<file path="src/rtl/i2c_pkg.sv">
// Shared I2C definitions used by the target, the initiator and the bench VIP.
package i2c_pkg;

    localparam int unsigned I2C_ADDR_W = 7;

    localparam logic I2C_ACK   = 1'b0;
    localparam logic I2C_NACK  = 1'b1;
    localparam logic I2C_WRITE = 1'b0;
    localparam logic I2C_READ  = 1'b1;

    typedef enum logic [2:0] {
        StIdle,
        StAddr,
        StAddrAck,
        StWr,
        StWrAck,
        StRd,
        StRdAck
    } i2c_tgt_state_t;

endpackage

</file>
<file path="src/rtl/i2c_if.sv">
// I2C bus. The open-drain wired-AND with pull-up is modelled with pull-low enables:
// a released line (Z) reads back as 1.
interface i2c_if;
    logic scl;
    logic sda_m_pull;
    logic sda_t_pull;
    logic sda;

    assign sda = ~(sda_m_pull | sda_t_pull);

    modport target (input scl, input sda, output sda_t_pull);
    modport initiator (output scl, output sda_m_pull, input sda);
endinterface

</file>
<file path="src/rtl/i2c_line_sync.sv">
// SCL/SDA synchronizer plus one edge register; flags bus edges, START and STOP.
module i2c_line_sync #(
    parameter int unsigned SYNC_STAGES = 2  // must be >= 2
) (
    input  logic clk,
    input  logic rstn,
    input  logic scl,
    input  logic sda,
    output logic scl_rise,
    output logic scl_fall,
    output logic sda_s,
    output logic start_det,
    output logic stop_det
);

    logic [SYNC_STAGES-1:0] scl_sync_q;
    logic [SYNC_STAGES-1:0] sda_sync_q;
    logic                   scl_prev_q;
    logic                   sda_prev_q;
    logic                   scl_s;

    // Reset to the idle-bus level so leaving reset creates no false edges.
    always_ff @(posedge clk) begin
        if (!rstn) begin
            scl_sync_q <= '1;
            sda_sync_q <= '1;
            scl_prev_q <= 1'b1;
            sda_prev_q <= 1'b1;
        end else begin
            scl_sync_q <= {scl_sync_q[SYNC_STAGES-2:0], scl};
            sda_sync_q <= {sda_sync_q[SYNC_STAGES-2:0], sda};
            scl_prev_q <= scl_s;
            sda_prev_q <= sda_s;
        end
    end

    assign scl_s     = scl_sync_q[SYNC_STAGES-1];
    assign sda_s     = sda_sync_q[SYNC_STAGES-1];
    assign scl_rise  = scl_s & ~scl_prev_q;
    assign scl_fall  = ~scl_s & scl_prev_q;
    assign start_det = scl_s & scl_prev_q & sda_prev_q & ~sda_s;
    assign stop_det  = scl_s & scl_prev_q & ~sda_prev_q & sda_s;

endmodule

</file>
<file path="src/rtl/i2c_target.sv">
// I2C target: 7-bit address match, byte-wide write delivery and read serving.
module i2c_target
    import i2c_pkg::*;
#(
    parameter logic [I2C_ADDR_W-1:0] TARGET_ADDR = 7'h50,
    parameter int unsigned           SYNC_STAGES = 2
) (
    input  logic        clk,
    input  logic        rstn,
    i2c_if.target       i2c,
    output logic [7:0]  rx_data,
    output logic        rx_valid,
    output logic        tx_req,
    input  logic [7:0]  tx_data,
    output logic        busy,
    output logic        stop_det
);

    logic scl_rise;
    logic scl_fall;
    logic sda_s;
    logic bus_start;
    logic bus_stop;

    i2c_line_sync #(
        .SYNC_STAGES(SYNC_STAGES)
    ) u_line_sync (
        .clk      (clk),
        .rstn     (rstn),
        .scl      (i2c.scl),
        .sda      (i2c.sda),
        .scl_rise (scl_rise),
        .scl_fall (scl_fall),
        .sda_s    (sda_s),
        .start_det(bus_start),
        .stop_det (bus_stop)
    );

    i2c_tgt_state_t state_q;
    logic [7:0]     shreg_q;
    logic [3:0]     bit_cnt_q;
    logic           match_q;
    logic           rw_q;
    logic           sda_pull_q;

    assign i2c.sda_t_pull = sda_pull_q;

    always_ff @(posedge clk) begin
        if (!rstn) begin
            state_q    <= StIdle;
            shreg_q    <= '0;
            bit_cnt_q  <= '0;
            match_q    <= 1'b0;
            rw_q       <= I2C_WRITE;
            sda_pull_q <= 1'b0;
            rx_data    <= '0;
            rx_valid   <= 1'b0;
            tx_req     <= 1'b0;
            busy       <= 1'b0;
            stop_det   <= 1'b0;
        end else begin
            rx_valid <= 1'b0;
            tx_req   <= 1'b0;
            stop_det <= 1'b0;

            if (bus_stop) begin
                state_q    <= StIdle;
                sda_pull_q <= 1'b0;
                bit_cnt_q  <= '0;
                busy       <= 1'b0;
                stop_det   <= 1'b1;
            end else if (bus_start) begin
                // busy is left alone until the new address is evaluated
                state_q    <= StAddr;
                sda_pull_q <= 1'b0;
                bit_cnt_q  <= '0;
            end else begin
                unique case (state_q)
                    StIdle: begin
                        sda_pull_q <= 1'b0;
                    end

                    StAddr: begin
                        if (scl_rise) begin
                            shreg_q   <= {shreg_q[6:0], sda_s};
                            bit_cnt_q <= bit_cnt_q + 4'd1;
                            if (bit_cnt_q == 4'd7) begin
                                rw_q <= sda_s;
                                if (shreg_q[6:0] == TARGET_ADDR) begin
                                    match_q <= 1'b1;
                                    busy    <= 1'b1;
                                    tx_req  <= (sda_s == I2C_READ);
                                end else begin
                                    match_q <= 1'b0;
                                end
                            end
                        end else if (scl_fall && bit_cnt_q == 4'd8) begin
                            bit_cnt_q <= '0;
                            if (match_q) begin
                                sda_pull_q <= 1'b1;
                                state_q    <= StAddrAck;
                            end else begin
                                sda_pull_q <= 1'b0;
                                busy       <= 1'b0;
                                state_q    <= StIdle;
                            end
                        end
                    end

                    StAddrAck: begin
                        if (scl_fall) begin
                            bit_cnt_q <= '0;
                            if (rw_q == I2C_WRITE) begin
                                sda_pull_q <= 1'b0;
                                state_q    <= StWr;
                            end else begin
                                shreg_q    <= tx_data;
                                sda_pull_q <= ~tx_data[7];
                                state_q    <= StRd;
                            end
                        end
                    end

                    StWr: begin
                        if (scl_rise) begin
                            shreg_q   <= {shreg_q[6:0], sda_s};
                            bit_cnt_q <= bit_cnt_q + 4'd1;
                            if (bit_cnt_q == 4'd7) begin
                                rx_data  <= {shreg_q[6:0], sda_s};
                                rx_valid <= 1'b1;
                            end
                        end else if (scl_fall && bit_cnt_q == 4'd8) begin
                            bit_cnt_q  <= '0;
                            sda_pull_q <= 1'b1;
                            state_q    <= StWrAck;
                        end
                    end

                    StWrAck: begin
                        if (scl_fall) begin
                            sda_pull_q <= 1'b0;
                            state_q    <= StWr;
                        end
                    end

                    StRd: begin
                        // bit_cnt_q counts bits already driven after the MSB
                        if (scl_fall) begin
                            if (bit_cnt_q == 4'd7) begin
                                bit_cnt_q  <= '0;
                                sda_pull_q <= 1'b0;
                                state_q    <= StRdAck;
                            end else begin
                                shreg_q    <= {shreg_q[6:0], 1'b0};
                                sda_pull_q <= ~shreg_q[6];
                                bit_cnt_q  <= bit_cnt_q + 4'd1;
                            end
                        end
                    end

                    StRdAck: begin
                        if (scl_rise) begin
                            if (sda_s == I2C_ACK) begin
                                tx_req <= 1'b1;
                            end else begin
                                sda_pull_q <= 1'b0;
                                busy       <= 1'b0;
                                state_q    <= StIdle;
                            end
                        end else if (scl_fall) begin
                            // only reachable after an ACK: NACK already left this state
                            shreg_q    <= tx_data;
                            sda_pull_q <= ~tx_data[7];
                            bit_cnt_q  <= '0;
                            state_q    <= StRd;
                        end
                    end

                    default: begin
                        sda_pull_q <= 1'b0;
                        state_q    <= StIdle;
                    end
                endcase
            end
        end
    end

endmodule

</file>
<file path="src/flat_wrapper.sv">
// flat-port wrapper written by rule: the top's interface ports become plain ports
module i2c_target_flat import i2c_pkg::*;
#(
    parameter logic [I2C_ADDR_W-1:0] TARGET_ADDR = 7'h50,
    parameter int unsigned           SYNC_STAGES = 2
)
  (clk, rstn, rx_data, rx_valid, tx_req, tx_data, busy, stop_det, i2c_scl, i2c_sda_t_pull);
  i2c_if i2c_i ();
  input  logic clk;
  input  logic rstn;
  output logic [7:0] rx_data;
  output logic rx_valid;
  output logic tx_req;
  input  logic [7:0] tx_data;
  output logic busy;
  output logic stop_det;
  input wire logic [$bits(i2c_i.scl)-1:0] i2c_scl;
  output wire logic [$bits(i2c_i.sda_t_pull)-1:0] i2c_sda_t_pull;
  assign i2c_i.scl = i2c_scl;
  assign i2c_sda_t_pull = i2c_i.sda_t_pull;
  i2c_target #(.TARGET_ADDR(TARGET_ADDR), .SYNC_STAGES(SYNC_STAGES)) u_core (.clk(clk), .rstn(rstn), .i2c(i2c_i), .rx_data(rx_data), .rx_valid(rx_valid), .tx_req(tx_req), .tx_data(tx_data), .busy(busy), .stop_det(stop_det));
endmodule
</file>
<file path="config.mk">
export PLATFORM = sky130hd
export DESIGN_NAME = i2c_target_flat
export DESIGN_NICKNAME = d
export VERILOG_FILES = /design/src/rtl/i2c_pkg.sv /design/src/rtl/i2c_if.sv /design/src/rtl/i2c_line_sync.sv /design/src/rtl/i2c_target.sv /design/src/flat_wrapper.sv
export SDC_FILE = /design/constraint.sdc
export NUM_CORES = 1
export LEC_CHECK = 0
export ABC_AREA = 1
export BUFFER_PORTS_ARGS = -buffer_cell sky130_fd_sc_hd__clkbuf_2
export CELL_PAD_IN_SITES_DETAIL_PLACEMENT = 0
export CELL_PAD_IN_SITES_GLOBAL_PLACEMENT = 1
export CORE_AREA = 2 2 85 87
export CTS_CLUSTER_SIZE = 8
export DETAILED_ROUTE_END_ITERATION = 8
export DIE_AREA = 0 0 87 89
export PLACE_DENSITY_LB_ADDON = 0.1
export SYNTH_ARGS = -nofsm -noshare
export SYNTH_HDL_FRONTEND = slang
export SYNTH_SLANG_ARGS = --single-unit
</file>
<file path="constraint.sdc">
create_clock -name clk -period 1.72 [get_ports clk]
set_input_delay 0.086 -clock clk [delete_from_list [all_inputs] [get_ports clk]]
set_output_delay 0.086 -clock clk [all_outputs]
set_load 0.02 [all_outputs]
</file>
==> results_dict.tcl, run 1 <==
set metrics [dict create \
    drt-met1-wl_um 2820 \
    cp_common_cell "nor2_1" \
    highest_layer "met4" \
    cp_max_fo 13 \
    cts_max_path_buffers 2 \
    crit_type "reg2reg" \
    diodes 0 \
    grt_start_max_net_pins 19 \
    start_util 0.2898 \
    grt_usage 0.1625 \
    met3_length_um 141 \
    finalSetupViolCount 0 \
    yosysSeqAreaShare 0.3599 \
    viasPerCell 4.608 \
    cts_sinks 35 \
    nets 371 \
    drcViolationCount 0 \
    ys_seq_elements 35 \
    max-cap-violations 0 \
    multi_input_area_sq_mm 0.001131 \
    antenna_left 0 \
    end_kind "flip-flop" \
    drt-initial-drc-count 115 \
    ys_warn_count 1 \
    rows 30 \
    synthTopCellsByArea "dfxtp_1 36%, nand2_1 13%, nor2_1 12%" \
    regArea_sq_um 709.4 \
    cts-root-buf "clkbuf_8" \
    synth_top_area_frac 0.3599 \
    switching_share 0.3846 \
    synth_area_sq_mm 0.001947 \
    p_total_uw 2531 \
    skew_ps 9.478 \
    slowest_delay_ps 380 \
    clockPowerShare 0.250 \
    antenna_found_initial 0 \
    die_h_um 89 \
    startpoint_type "flip-flop" \
    tightest_slew_ps 275.1 \
    fin_crit_sh 0.9264 \
    p_per_area_mw_per_mm2 996.1 \
    power_switching_uw 973.5 \
    cts-buffers-inserted 5 \
    placed_cell_area_sq_mm 0.002361 \
    required_ps 1910 \
    vias 2009 \
    grt_pass1_wl_um 9749 \
    final_util 0.3782 \
    max_freq_mhz 627.6 \
    dp_slack_ps -10.89 \
    n_fill_cell 742 \
    clock_latency_ps 300 \
    dieWidth_um 87 \
    routed_wl_um 5735 \
    finalHoldViolations 0 \
    syn_avg_cell_area_sq_um 6.533 \
    path_cells "inv_1, nand2_2, buf_4, nand2_2, nor2_1, a21oi_2, nand3_4, nor2_1, nor2_1" \
    io_buffer_count 23 \
    avgRoutedWirePerCell_um 13.15 \
    power_frac_comb 0.376 \
    worst_ir_drop_vdd_mv 0.3109 \
    hpwlAfterDp_um 4415 \
    fin_crit_ps 1593 \
    synth_top_flop_cell "dfxtp_1" \
    core-area_sq_mm 0.006719 \
    ios 24 \
    rsz0062_at_grt "false" \
    path_buf_inv 2 \
    crit_arrival_ps 1780 \
    grt_pass1_vias 2041 \
    power.internal_uw 1558 \
    fin_ws_ps 126.6 \
    die_area_sq_mm 0.007743 \
    p_leak_uw 0.001238 \
    gp_congestion 0.7982 \
    slew_headroom 0.8159 \
    ys_types 29 \
    synthCells 298 \
    grt_overflow 0 \
    final_area_sq_mm 0.002541 \
    cts_tree "done" \
    synth_top_cell_by_area "dfxtp_1" \
    clkTransAtPathRegs_ps 90 \
    worst_hold_path_type "in2reg" \
    ys_top_cells_by_count "68 x nand2_1, 60 x nor2_1, 35 x dfxtp_1" \
    synthesis.nets 314 \
    drv_slew 0 \
    cp_slowest_cell "dfxtp_2" \
    synth_async_sr_flop_share 0 \
    cp_top_family "simple AND/OR/NAND/NOR gates" \
    htree_levels 2 \
    area_growth_pct 30.53 \
    status "finished, final reports clean" \
    p_seq_frac 0.374 \
    met2_wirelength_um 2683 \
    synth_edf_count 0 \
    drive_gt1_frac 0.2725 \
    dr.pass1.iters 4 \
    synth_most_common_cell "nand2_1" \
]
-- registers in the layout, summed over array words and instances, names as in the netlist --
signal and flops:
u_core.stop_det 1, u_core.u_line_sync.scl_sync_q 2, u_core.shreg_q 7, u_core.rx_data 8, u_core.state_q 3, u_core.u_line_sync.scl_prev_q 1
u_core.busy 1, u_core.u_line_sync.sda_sync_q 2, u_core.bit_cnt_q 4, u_core.u_line_sync.sda_prev_q 1, u_core.tx_req 1, u_core.rx_valid 1
u_core.match_q 1, u_core.rw_q 1, u_core.i2c.sda_t_pull 1
-- power by group through the flow --
stage,combinational [uW],sequential (uW),clock [uW]
2_1_floorplan,671,930,0
3_3_place_gp,920,958,0
3_5_place_dp,911,958,0
4_1_cts,918,940,657
5_1_grt,1100,956,690
6_report,952,946,634
-- worst reg2reg max path: stages (launching register included) --
cell and delay [ps]:
dfxtp_2 380, inv_1 120, nand2_2 90, buf_4 150, nand2_2 70, nor2_1 50
a21oi_2 220, nand3_4 190, nor2_1 160, nor2_1 50
-- per-layer routing --
metal,global-route usage,vias up
met4,0.05114,0
met5,0,-
met1,0.2096,900
met2,0.2755,29
li1,-,1072
met3,0.03047,8
-- placed cells by master (no fill, tap or decap), types with 2 or more instances in the layout --
cell type / count
a21oi_1: 15
buf_4: 34
clkbuf_2: 23
clkbuf_8: 5
clkinvlp_4: 2
dfxtp_1: 30
dfxtp_2: 4
ha_1: 3
inv_1: 31
inv_2: 3
mux2_2: 5
nand2_1: 64
nand2_2: 5
nand3_1: 21
nand3_4: 2
nand4_1: 7
nor2_1: 58
nor2_2: 2
nor3_1: 2
o21ai_0: 17
or2_2: 3
-- final timing paths --
| path | slack, ps | depth (start not counted) | start | endpoint |
|---|---|---|---|---|
| max | 130 | 9 | u_core.state_q[2] | u_core.shreg_q[1] |
| min | 140 | 4 | tx_data[5] | u_core.shreg_q[5] |
| max reg2reg | 130 | 9 | u_core.state_q[2] | u_core.shreg_q[1] |
| min reg2reg | 420 | 1 | u_core.u_line_sync.scl_sync_q[0] | u_core.u_line_sync.scl_sync_q[1] |
-- kinds of logic after synthesis --
kind of cell / after synthesis / share of synthesized area
AO/OA/AOI/OAI: 39 / 0.1093
XOR/XNOR: 1 / 0.004500
adder cells (fa/ha/maj): 5 / 0.03213
buffers and inverters: 43 / 0.09254
flip-flops: 35 / 0.3599
multiplexers: 5 / 0.02892
AND/OR/NAND/NOR: 170 / 0.3728
-- final cells by class --
cell class | count | share of cell area
inverters | 35 | 0.05170
repair buffers | 58 | 0.1497
clock inverters | 3 | 0.007878
multi-input cells | 220 | 0.4451
flip-flops and latches | 35 | 0.2792
clock buffers | 5 | 0.02708
well taps | 80 | 0.03939
-- what timing repair did --
action	in CTS	in global routing
hold buffers	1	0
resized for setup	1	23
setup buffers	0	1
pin swaps	0	4
hold endpoints to repair	1	0
endpoints found under the setup margin	2	25
-- metrics by stage --
| step | hold WS, ps | TNS [ps] | instances |
|---|---|---|---|
| global placement | 271.7 | -50.58 | 426 |
| detailed placement | 274.9 | -12.16 | 426 |
| CTS | 136.1 | 0 | 435 |
| finish | 138.0 | 0 | 436 |
| floorplan | 192.6 | 0 | 298 |
| global route | 152.4 | 0 | 436 |
Power figures use the tool's default switching activity.
==> run 2: changes to the inputs <==
Settings changed: REMOVE_ABC_BUFFERS from default to 1.
==> run 2 against run 1 <==
Sequential share of layout area is 0.33 points higher. Final area decreased by 1.2%. Flip-flop and latch count unchanged. Hold slack worse by 49 ps. First-iteration DRC count fell by 43%. Sequential power increased by 1%. Clock-buffer cell count is the same.
==> results_dict.tcl, run 2 (same netlist as run 1, synthesis figures left out) <==
set metrics [dict create \
    status "finished, final reports clean" \
    cp_max_fo 6 \
    grt_usage 0.1613 \
    power_frac_comb 0.369 \
    htree_levels 2 \
    worst_hold_path_type "in2reg" \
    r2r_setup_slack_ps 140 \
    top_regs "u_core.rx_data (8), u_core.shreg_q (7), u_core.bit_cnt_q (4)" \
    met1_usage 0.2068 \
    dr.pass1.iters 4 \
    clock_latency_ps 310 \
    required_ps 1920 \
    nets 369 \
    grtUsageMet2 0.2651 \
    r2r-end "u_core.busy" \
    start_util 0.2898 \
    grt_pass1_wl_um 9549 \
    avgRoutedWirePerCell_um 13.02 \
    cts_tree "done" \
    whs_path_depth 2 \
    grt_overflow 0 \
    startpoint_type "flip-flop" \
    switching_share 0.3928 \
    cts_max_path_buffers 2 \
    drt-initial-drc-count 66 \
    drcViolationCount 0 \
    clockPowerShare 0.258 \
    area_growth_pct 28.98 \
    final_cell_mix "66 x nand2_1, 59 x nor2_1, 33 x inv_1, 31 x buf_4, 30 x dfxtp_1" \
    hp-start "rstn" \
    max_freq_mhz 631.9 \
    rr_startpoint "u_core.state_q[2]" \
    antenna_left 0 \
    top_usage_layer "met2" \
    dieWidth_um 87 \
    holdPathEnd "u_core.u_line_sync.sda_sync_q[0]" \
    rows 30 \
    grt_pass1_vias 1924 \
    clkTransAtPathRegs_ps 90 \
    p_per_area_mw_per_mm2 1021 \
    routed_wl_um 5651 \
    cts_sinks 35 \
    worst_ir_drop_vdd_mv 0.3122 \
    r2r_cells 11 \
    p_seq_frac 0.373 \
    power.internal_uw 1556 \
    core-area_sq_mm 0.006719 \
    dp_slack_ps -50.29 \
    ios 24 \
    slew_headroom 0.8135 \
    fin_crit_ps 1582 \
    fin_crit_sh 0.9200 \
    die_h_um 89 \
    max-cap-violations 0 \
    grt_use_met3 0.02770 \
    cts-root-buf "clkbuf_8" \
    die_area_sq_mm 0.007743 \
    crit_type "reg2reg" \
    vias 2008 \
    drive_gt1_frac 0.2542 \
    rsz0062_at_grt "true" \
    hpwlAfterDp_um 4370 \
    tightest_slew_ps 278.8 \
    crit_arrival_ps 1780 \
    fin_ws_ps 137.6 \
    finalSetupViolCount 0 \
    drv_slew 0 \
    power_switching_uw 1007 \
    antenna_found_initial 0 \
    io_buffer_count 23 \
    end_kind "flip-flop" \
    gp_congestion 0.8712 \
    finalHoldViolations 0 \
    cts-buffers-inserted 5 \
    largest_register_ffs 8 \
    diodes 0 \
    p_leak_uw 0.001221 \
    skew_ps 8.916 \
    viasPerCell 4.627 \
    final_common_cell "nand2_1" \
    grt_start_max_net_pins 19 \
    setup_tns_ps 0 \
    largest-register "u_core.rx_data" \
]
## run 2: cell types whose count changed in the layout (fill, tap and decap cells not counted), sizes merged
cell,delta
buf,-2
inv,+1
clkinv,-1
## run 2: per-layer routing
| layer | routed length [um] | vias to the layer above | part of all wire |
|---|---|---|---|
| li1 | - | 1063 | - |
| met1 | 2609 | 879 | 0.46 |
| met2 | 2611 | 52 | 0.46 |
| met3 | 263 | 14 | 0.047 |
| met4 | 166 | 0 | 0.029 |
| met5 | 0 | - | 0 |
## run 2: power groups by stage
stage                     sequential (uW)  clock (uW)  combinational, uW
after floorplan                       951           0                609
after global placement                964           0                915
after detailed placement              962           0                900
after CTS                             946         694                924
after global routing                  966         730               1080
final                                 955         662                946
## run 2: layout make-up
cell class	count	area, sq um
well taps	80	100.1
clock buffers	5	68.82
repair buffers	56	369.1
multi-input cells	220	1109
flip-flops and latches	35	709.4
clock inverters	3	23.77
fillers	726	4208
inverters	35	131.4
## run 2: repair_timing
item | in CTS | in global routing
endpoints found under the setup margin | 10 | 26
setup buffers | 0 | 0
hold buffers | 1 | 0
gates resized for setup | 3 | 16
endpoints found under the hold margin | 1 | 0
pin swaps | 0 | 4
## run 2: per-stage QoR
step | cell area (sq um) | cells | hold WS [ps] | utilization | total power (uW)
after floorplan | 1898 | 290 | 154.9 | - | 1560
after global placement | 2354 | 425 | 272.0 | 0.3503 | 1879
after detailed placement | 2354 | 425 | 275.8 | 0.3503 | 1862
after CTS | 2467 | 434 | 94.18 | 0.3672 | 2564
after global routing | 2511 | 434 | 125.6 | 0.3737 | 2776
final | 2511 | 434 | 88.57 | 0.3737 | 2563
## run 2: worst max-delay path by stage
stage,startpoint,to,slack [ps],cells after the start
after floorplan,u_core.u_line_sync.scl_sync_q[1],u_core.rx_data[5],50,7
after global routing,u_core.bit_cnt_q[1],u_core.rx_data[7],-10,7
final,u_core.state_q[2],u_core.busy,140,11
after CTS,u_core.state_q[1],u_core.shreg_q[5],20,8
after global placement,u_core.state_q[0],u_core.shreg_q[5],-100,7
after detailed placement,u_core.state_q[0],u_core.shreg_q[5],-50,7
## run 2: worst max-delay path: stages, from the launching register on
cell,delay [ps]
dfxtp_2,370
inv_1,110
nand2_2,100
nor2_1,250
nand2_1,170
buf_4,170
inv_1,50
nand2_1,60
inv_1,50
nor2_1,40
nor2_1,70
nor2_1,50
==> run 3: changes to the inputs <==
Settings changed: BUFFER_PORTS_ARGS -buffer_cell sky130_fd_sc_hd__clkbuf_2 to default, CTS_CLUSTER_SIZE 8 to default, DONT_BUFFER_PORTS from default to 1.
==> run 3 against run 2 <==
The flow now finishes with violations (negative hold slack). Final area shrank 2.3%. Sequential power rose by 1%. Critical path depth decreased by 3. Wire length is 3.6% higher. Sequential share of layout area increased by 0.73 points. Non-clock buffer count shrank 26. Die area is the same. Maximum frequency decreased by 0.32%. First-iteration DRC count grew 47%. Final cell count is 5.8% lower.
==> results_dict.tcl, run 3 (same netlist as run 1, synthesis figures left out) <==
set metrics [dict create \
    status "finished with violations" \
    violations "negative hold slack" \
    core-area_sq_mm 0.006719 \
    r2r_cells 8 \
    io_buffer_count 0 \
    hp-start "rstn" \
    gp_congestion 0.8138 \
    grt_usage 0.1634 \
    rows 30 \
    fin_ws_ps 132.5 \
    slowest_delay_ps 370 \
    avgRoutedWirePerCell_um 14.32 \
    rsz0062_at_grt "true" \
    dieWidth_um 87 \
    worst_ir_drop_vdd_mv 0.5918 \
    grt_start_max_net_pins 18 \
    vias 1940 \
    crit_arrival_ps 1780 \
    cts-buffers-inserted 5 \
    fin_crit_ps 1587 \
    cts_sinks 35 \
    slew_headroom 0.5953 \
    p_leak_uw 0.001134 \
    hpwlAfterDp_um 4325 \
    startpoint_type "flip-flop" \
    rr_startpoint "u_core.state_q[1]" \
    multi_input_area_sq_mm 0.001146 \
    grt_pass1_vias 1958 \
    viasPerCell 4.743 \
    holdPathEnd "u_core.state_q[0]" \
    end_kind "flip-flop" \
    cts-root-buf "clkbuf_8" \
    whs_path_depth 2 \
    skew_ps 6.416 \
    htree_levels 2 \
    nets 344 \
    r2r_setup_slack_ps 130 \
    fin_crit_sh 0.9230 \
    grt_overflow 0 \
    hold-worst-slack_ps -0.6288 \
    cp_slowest_cell "dfxtp_2" \
    r2r-end "u_core.shreg_q[2]" \
    crit_type "reg2reg" \
    required_ps 1910 \
    dp_slack_ps -35.80 \
    final_cell_mix "66 x nand2_1, 56 x nor2_1, 31 x inv_1, 29 x dfxtp_1, 27 x buf_4" \
    p_per_area_mw_per_mm2 1135 \
    max-cap-violations 0 \
    die_h_um 89 \
    n_fill_cell 751 \
    worst_hold_path_type "in2reg" \
    cp_max_fo 7 \
    drive_gt1_frac 0.2249 \
    regArea_sq_um 710.7 \
    tightest_slew_ps 605.0 \
    clkTransAtPathRegs_ps 80 \
    path_cells "inv_1, nor2_1, nand2_1, o21ai_0, nor2_2, nand3_2, nor2_1, nor2_1" \
    dr.pass1.iters 4 \
    grt_pass1_wl_um 9701 \
    largest_register_ffs 8 \
    final_area_sq_mm 0.002452 \
    drv_slew 0 \
    cts_max_path_buffers 2 \
    path_buf_inv 1 \
    final_common_cell "nand2_1" \
    antenna_found_initial 0 \
    antenna_left 0 \
    cp_top_family "simple AND/OR/NAND/NOR gates" \
    diodes 0 \
    area_growth_pct 25.96 \
    drcViolationCount 0 \
    clock_latency_ps 290 \
    cp_common_cell "nor2_1" \
    cts_tree "done" \
    max_freq_mhz 629.9 \
    ios 24 \
    finalHoldViolations 1 \
    top_regs "u_core.rx_data (8), u_core.shreg_q (7), u_core.bit_cnt_q (4)" \
    start_util 0.2898 \
    drt-initial-drc-count 97 \
    finalSetupViolCount 0 \
    largest-register "u_core.rx_data" \
    routed_wl_um 5856 \
    placed_cell_area_sq_mm 0.002206 \
    die_area_sq_mm 0.007743 \
]
## run 3: cell types whose count changed in the layout (fill, tap and decap cells not counted), sizes merged
cell	previous run	this run
clkinvlp	2	0
nand3	24	25
dlygate4sd3	1	2
bufinv	0	1
clkbuf	28	6
buf	32	28
## run 3: area by class of cell
cell class | count | share of cell area
multi-input combinational | 221 | 0.4673
sequential | 35 | 0.2898
timing repair buffer | 30 | 0.09898
inverter | 35 | 0.05357
tap | 80 | 0.04082
clock buffer | 6 | 0.03367
clock inverter | 2 | 0.01582
## run 3: worst max path at each step
| stage | startpoint | endpoint | slack (ps) | cells past startpoint |
|---|---|---|---|---|
| final | u_core.state_q[1] | u_core.shreg_q[2] | 130 | 8 |
| after global routing | u_core.u_line_sync.scl_sync_q[1] | u_core.state_q[1] | -30 | 12 |
| after CTS | u_core.state_q[1] | u_core.bit_cnt_q[3] | 10 | 9 |
| after detailed placement | u_core.state_q[0] | u_core.shreg_q[5] | -40 | 7 |
| after global placement | u_core.state_q[0] | u_core.shreg_q[5] | -50 | 7 |
| after floorplan | u_core.u_line_sync.scl_sync_q[1] | u_core.rx_data[5] | 50 | 7 |
## run 3: timing repair
action | 4_1_cts | 5_1_grt
hold buffers | 2 | 0
cloned | 0 | 1
buffers inserted | 0 | 2
pin swaps | 0 | 5
gates resized for setup | 2 | 26
hold endpoints to repair | 18 | 0
setup endpoints to repair | 6 | 26
## run 3: worst reg2reg max path: cells and delay by family, from the launching register on
kind / cells / cell delay [ps]
simple gates: 6 / 870
buf+inv: 1 / 150
compound gates: 1 / 110
flops: 1 / 370
## run 3: routing by layer
layer | up-vias | GRT usage | share of wire
met3 | 2 | 0.03324 | 0.036
met4 | 0 | 0.03835 | 0.0036
met5 | - | 0 | 0
li1 | 1020 | - | -
met2 | 30 | 0.2831 | 0.48
met1 | 888 | 0.2092 | 0.48
## run 3: where the power goes
part | internal, uW | switching [uW] | leakage (uW)
Combinational | 396 | 593 | 0.000785
Clock | 478 | 351 | 0.0000618
Sequential | 882 | 83.1 | 0.000287
Total | 1760 | 1030 | 0.00113
## run 3: stage by stage
stage / setup TNS (ps) / utilization / power (uW) / instances
floorplan: 0 / - / 1560 / 290
global placement: -171.6 / 0.3283 / 1851 / 396
detailed placement: -81.68 / 0.3283 / 1843 / 396
CTS: 0 / 0.3507 / 2705 / 406
global route: -40.07 / 0.3650 / 2983 / 409
finish: 0 / 0.3650 / 2783 / 409
